$ cat config.mk
export PLATFORM = sky130hd
export DESIGN_NAME = l1_win_ctrl
export DESIGN_NICKNAME = d
export VERILOG_FILES = /design/src/rtl/l1_win_ctrl.sv
export SDC_FILE = /design/constraint.sdc
export NUM_CORES = 1
export LEC_CHECK = 0
export CORE_ASPECT_RATIO = 1.75
export CORE_MARGIN = 4
export CORE_UTILIZATION = 45
export CTS_CLUSTER_SIZE = 24
export DETAILED_ROUTE_END_ITERATION = 7
export PLACE_DENSITY_LB_ADDON = 0.08
export RECOVER_POWER = 25
export SYNTH_ARGS = -nofsm -noshare
export SYNTH_HDL_FRONTEND = slang
export SYNTH_SLANG_ARGS = --single-unit
$ cat constraint.sdc
create_clock -name clk -period 2.81 [get_ports clk]
set_clock_uncertainty 0.05 [all_clocks]
set_input_delay 0.7025 -clock clk [delete_from_list [all_inputs] [get_ports clk]]
set_output_delay 0.7025 -clock clk [all_outputs]
set_load 0.03 [all_outputs]
$ cat src/rtl/l1_win_ctrl.sv
// l1_win_ctrl: fills the 13x13 feature-map RAM from a stream, then streams every 3x3 window's taps
module l1_win_ctrl #(
  parameter int W  = 13,
  parameter int K  = 3,
  parameter int DW = 18,
  parameter int AW = 8
) (
  input  logic          clk,
  input  logic          rst_n,
  input  logic          start,
  output logic          busy,
  output logic          done,
  input  logic          in_valid,
  input  logic [DW-1:0] in_data,
  output logic          in_ready,
  output logic          ram_wr,
  output logic [AW-1:0] ram_addr_wr,
  output logic [DW-1:0] ram_din,
  output logic [AW-1:0] ram_addr_rd,
  input  logic [DW-1:0] ram_dout,
  output logic          out_valid,
  input  logic          out_ready,
  output logic [DW-1:0] out_data,
  output logic [3:0]    out_tap,
  output logic          out_last_tap,
  output logic          out_last_win
);
  localparam int N  = W * W;
  localparam int RW = $clog2(W);
  localparam int KW = $clog2(K);
  typedef enum logic [1:0] {IDLE, FILL, SCAN, DONE} state_t;
  state_t state, state_nx;
  logic [AW-1:0] fill_cnt, base, off, addr, nxt;
  logic [RW-1:0] r, c;
  logic [KW-1:0] i, j;
  logic [3:0] tap, tap_r;
  logic iss, rd_pend, lt_r, lw_r;
  logic adv, issue, last_acc, wr, last_wr;
  assign in_ready = state == FILL;
  assign wr       = in_valid && in_ready;
  assign last_wr  = wr && fill_cnt == AW'(N - 1);
  assign adv      = !rd_pend || out_ready;
  assign issue    = state == SCAN && iss && adv;
  assign last_acc = state == SCAN && rd_pend && out_ready && !iss;
  assign nxt      = base + off;
  // On a stall the held address is re-presented so the RAM keeps returning the same word.
  assign ram_addr_rd  = issue ? nxt : addr;
  assign busy         = state == FILL || state == SCAN;
  assign done         = state == DONE;
  assign ram_wr       = wr;
  assign ram_addr_wr  = fill_cnt;
  assign ram_din      = in_ready ? in_data : '0;
  assign out_valid    = rd_pend;
  assign out_data     = ram_dout;
  assign out_tap      = tap_r;
  assign out_last_tap = lt_r;
  assign out_last_win = lw_r;
  always_ff @(posedge clk or negedge rst_n)
    if (!rst_n) state <= IDLE;
    else state <= state_nx;
  always_comb begin
    state_nx = state;
    state_nx = (state == IDLE && start) ? FILL :
               last_wr                  ? SCAN :
               last_acc                 ? DONE :
               state == DONE            ? IDLE : state;
  end
  always_ff @(posedge clk or negedge rst_n) begin
    if (!rst_n) begin
      fill_cnt <= '0;
      base     <= '0;
      off      <= '0;
      addr     <= '0;
      r        <= '0;
      c        <= '0;
      i        <= '0;
      j        <= '0;
      tap      <= '0;
      tap_r    <= '0;
      iss      <= 1'b0;
      rd_pend  <= 1'b0;
      lt_r     <= 1'b0;
      lw_r     <= 1'b0;
    end else begin
      if (wr) fill_cnt <= last_wr ? '0 : fill_cnt + 1'b1;
      if (last_wr) begin
        base <= '0;
        off  <= '0;
        r    <= '0;
        c    <= '0;
        i    <= '0;
        j    <= '0;
        tap  <= '0;
        iss  <= 1'b1;
      end else if (issue) begin
        addr    <= nxt;
        tap_r   <= tap;
        lt_r    <= tap == 4'(K * K - 1);
        lw_r    <= r == RW'(W - K) && c == RW'(W - K);
        rd_pend <= 1'b1;
        if (j != KW'(K - 1)) begin
          j   <= j + 1'b1;
          off <= off + 1'b1;
          tap <= tap + 1'b1;
        end else if (i != KW'(K - 1)) begin
          j   <= '0;
          i   <= i + 1'b1;
          off <= off + AW'(W - K + 1);
          tap <= tap + 1'b1;
        end else begin
          i   <= '0;
          j   <= '0;
          off <= '0;
          tap <= '0;
          if (c != RW'(W - K)) begin
            c    <= c + 1'b1;
            base <= base + 1'b1;
          end else if (r != RW'(W - K)) begin
            c    <= '0;
            r    <= r + 1'b1;
            base <= base + AW'(K);
          end else iss <= 1'b0;
        end
      end else if (last_acc) rd_pend <= 1'b0;
      if (state == DONE) begin
        addr  <= '0;
        tap_r <= '0;
        lt_r  <= 1'b0;
        lw_r  <= 1'b0;
      end
    end
  end
endmodule

==> results.sh <==
export IMPL_wl_um=9890
export IMPL_diodes=0
export IMPL_start_kind="flip-flop"
export IMPL_status="finished with violations"
export IMPL_combinationalPowerShare_pct=17.6
export IMPL_cts_tree="built"
export IMPL_ys_ff_latch=58
export IMPL_violations="setup timing"
export IMPL_cp_slowest_cell="fa_2"
export IMPL_grt_usage_pct=20.9
export IMPL_hp_class="in -> async"
export IMPL_switching_share_pct=27.8
export IMPL_setup_viol=4
export IMPL_fin_hold_ws_ns=0.464
export IMPL_finalNonFillerCells=610
export IMPL_ys_flop_type="dfrtp_1"
export IMPL_clockBufferDepth=2
export IMPL_clock_sinks=58
export IMPL_crit_path_cell_trace="ha_2 > inv_2 > fa_2 > nor2b_4 > o31a_1 > o21ai_2 > a211o_1 > nand3_2 > buf_6"
export IMPL_core_mm2=0.00802
export IMPL_leakagePower_nw=2.45
export IMPL_crit_buf_inv=2
export IMPL_dp_hpwl_um=6730
export IMPL_grt_pass1_vias=3382
export IMPL_ys_seq_area_share_pct=39.0
export IMPL_die_y_um=128
export IMPL_final_cell_mix="dfrtp_1 (58), nand2_1 (48), buf_4 (45), nor2_1 (39), clkdlybuf4s50_1 (39)"
export IMPL_dieArea_mm2=0.00986
export IMPL_final_max_slew_viol_count=0
export IMPL_dpl_worst_slack_ns=-0.448
export IMPL_root_buffer="clkbuf_16"
export IMPL_reg2reg_slack_ns=-0.15
export IMPL_fin_crit_ns=2.99
export IMPL_synth_edf_count=0
export IMPL_finalWorstSetupSlack_ns=-0.182
export IMPL_r2r_cells=16
export IMPL_hold_viol_final=0
export IMPL_crit_arrival_ns=2.24
export IMPL_cts_buffers=9
export IMPL_drc_errors=0
export IMPL_htreeDepth=3
export IMPL_grt_overflow=0
export IMPL_r2r_end="addr[7]"
export IMPL_ant_nets=0
export IMPL_dr_pass1_iters=4
export IMPL_synth_cell_types=56
export IMPL_rr_startpoint="base[0]"
export IMPL_max_stage_delay_ns=0.37
export IMPL_maxCapViolCount=0
export IMPL_peakVddDrop_v=0.000449
export IMPL_clk_pin_slew_ns=0.05
export IMPL_start_util_pct=46.5
export IMPL_antenna_found_initial=0
export IMPL_post_dp_cell_area_mm2=0.00447
export IMPL_setup_tns_ns=-0.584
export IMPL_gp_congestion=0.828
export IMPL_synth_nets=492
export IMPL_nets=579
export IMPL_worst_pin_slew_ns=1.10
export IMPL_p_clk_share_pct=43.5
export IMPL_power_frac_seq_pct=38.9
export IMPL_layout_commonest_cell="dfrtp_1"
export IMPL_areaGrowthSynthToFinish_pct=36.2
export IMPL_endpoint="ram_addr_rd[6]"
export IMPL_path_depth=9
export IMPL_cts_hold_buf=0
export IMPL_required_ns=2.06
export IMPL_power_density_mw_per_mm2=472
export IMPL_async_reset_ff_share_pct=100
export IMPL_syn_area_mm2=0.00373
export IMPL_dieWidth_um=76.8
export IMPL_crit_path_max_fanout=3
export IMPL_clk_latency_ns=0.33
export IMPL_num_io_pins=104
export IMPL_avgSynthCellArea_um2=8.71
export IMPL_wl_per_cell_um=16.2
export IMPL_ys_warn_count=0
export IMPL_synth_cells=428
export IMPL_grt_pass1_wl_um=16200
export IMPL_via_per_inst=5.61
export IMPL_grt_start_max_net_pins=42
export IMPL_finish_instance_area_mm2=0.00508
export IMPL_place_inst=573
export IMPL_max_freq_mhz=334
export IMPL_end_kind="output port"
export IMPL_p_switching_w=0.000666
export IMPL_p_int_w=0.00173
export IMPL_period_share_pct=106
export IMPL_rsz0062_at_grt="true"
export IMPL_cp_top_family="compound AO/OA/AOI/OAI gates"
export IMPL_rows=43
export IMPL_max_slew_margin_rel_pct=26.9
export IMPL_drt_iter0_drc=191
export IMPL_crit_type="reg -> out"
export IMPL_crit_start="base[0]"
export IMPL_layout_drive_gt1_share_pct=17.5
export IMPL_vias=3421
export IMPL_io_buffer_count=67
flip-flops by register name, summed over array words and instances (netlist names), 2 cells and up:
register / count
c: 4
base: 8
r: 4
off: 8
i: 2
addr: 8
out_tap: 4
j: 2
tap: 4
ram_addr_wr: 8
state: 2
metal layers:
| layer | global-route usage (%) | routed length, um | vias to the layer above |
|---|---|---|---|
| met3 | 6.65 | 644 | 23 |
| met2 | 37.1 | 5220 | 125 |
| met1 | 22.2 | 3710 | 1626 |
| li1 | - | - | 1647 |
| met5 | 0 | 0 | - |
| met4 | 10.4 | 315 | 0 |
synthesized netlist by cell type, types with 3 or more instances:
library cell,n,area share (%)
dfrtp_1,58,39
inv_1,20,2.0
buf_4,18,3.6
nor3b_1,3,0.60
a21o_1,3,0.60
nand2_1,48,4.8
nand2b_1,3,0.50
nand3b_1,4,0.81
ha_1,22,7.4
nor3_1,4,0.54
a211oi_1,3,0.60
and3_1,5,0.84
o21a_1,3,0.60
xor2_1,6,1.4
nand3_1,17,2.3
buf_2,5,0.67
xnor2_1,8,1.9
or4_1,4,0.81
mux2i_1,4,1.1
o21ai_0,24,3.2
a21oi_1,33,4.4
and2_1,21,3.5
nor2_1,39,3.9
or3_1,6,1.0
nand4_1,10,1.7
a31oi_1,7,1.2
clkbuf_1,11,1.1
kinds of logic (layout without fill, tap and decap cells):
logic type / after synthesis / after routing / synth area share, %
mux: 6 / 6 / 1.68
flops: 58 / 58 / 39.0
fa+ha+maj: 24 / 24 / 8.19
simple gates: 179 / 179 / 25.4
buf+inv: 57 / 149 / 7.92
xor+xnor: 14 / 14 / 3.29
compound gates: 90 / 90 / 14.6
power groups by stage:
stage | Sequential (W) | Combinational [W] | Clock (W)
6_report | 0.000932 | 0.000423 | 0.00104
3_3_place_gp | 0.000946 | 0.000432 | 0
4_1_cts | 0.000932 | 0.000440 | 0.00107
3_5_place_dp | 0.000947 | 0.000436 | 0
2_1_floorplan | 0.00100 | 0.000214 | 0
5_1_grt | 0.000939 | 0.000457 | 0.00110
worst min path at each step:
stage / to / startpoint / cells past startpoint / slack, ns
floorplan: addr[0] / rst_n / 0 / 0.36
global placement: addr[0] / addr[0] / 2 / 0.45
detailed placement: out_last_tap / out_last_tap / 2 / 0.46
CTS: base[1] / rst_n / 1 / 0.27
global route: out_last_tap / out_last_tap / 2 / 0.49
finish: base[7] / rst_n / 1 / 0.46
what timing repair did:
item	in CTS	in global routing
pin swaps	13	5
cloned	0	1
endpoints found under the setup margin	8	26
setup buffers	16	4
resized for setup	26	34
layout make-up:
class / instances / area, um^2
Clock buffer: 15 / 278
Fill cell: 685 / 2940
Timing Repair Buffer: 112 / 1080
Inverter: 21 / 78.8
Clock inverter: 1 / 7.51
Multi-Input combinational cell: 313 / 2070
Sequential cell: 58 / 1450
Tap cell: 90 / 113
per-stage QoR:
step                util [%]  power [W]
detailed placement      55.8    0.00138
CTS                     61.6    0.00244
finish                  63.3    0.00240
global route            63.3    0.00250
global placement        55.8    0.00138
floorplan                  -    0.00122
worst reg2reg max path: cells and delay by family, from the launching register on:
family	cells	cell delay, ns
AND/OR/NAND/NOR	2	0.35
buffers and inverters	10	1.25
flip-flops	1	0.39
adder cells (fa/ha/maj)	1	0.20
AO/OA/AOI/OAI	3	0.63
No activity file was read; power rests on OpenSTA's default activity.
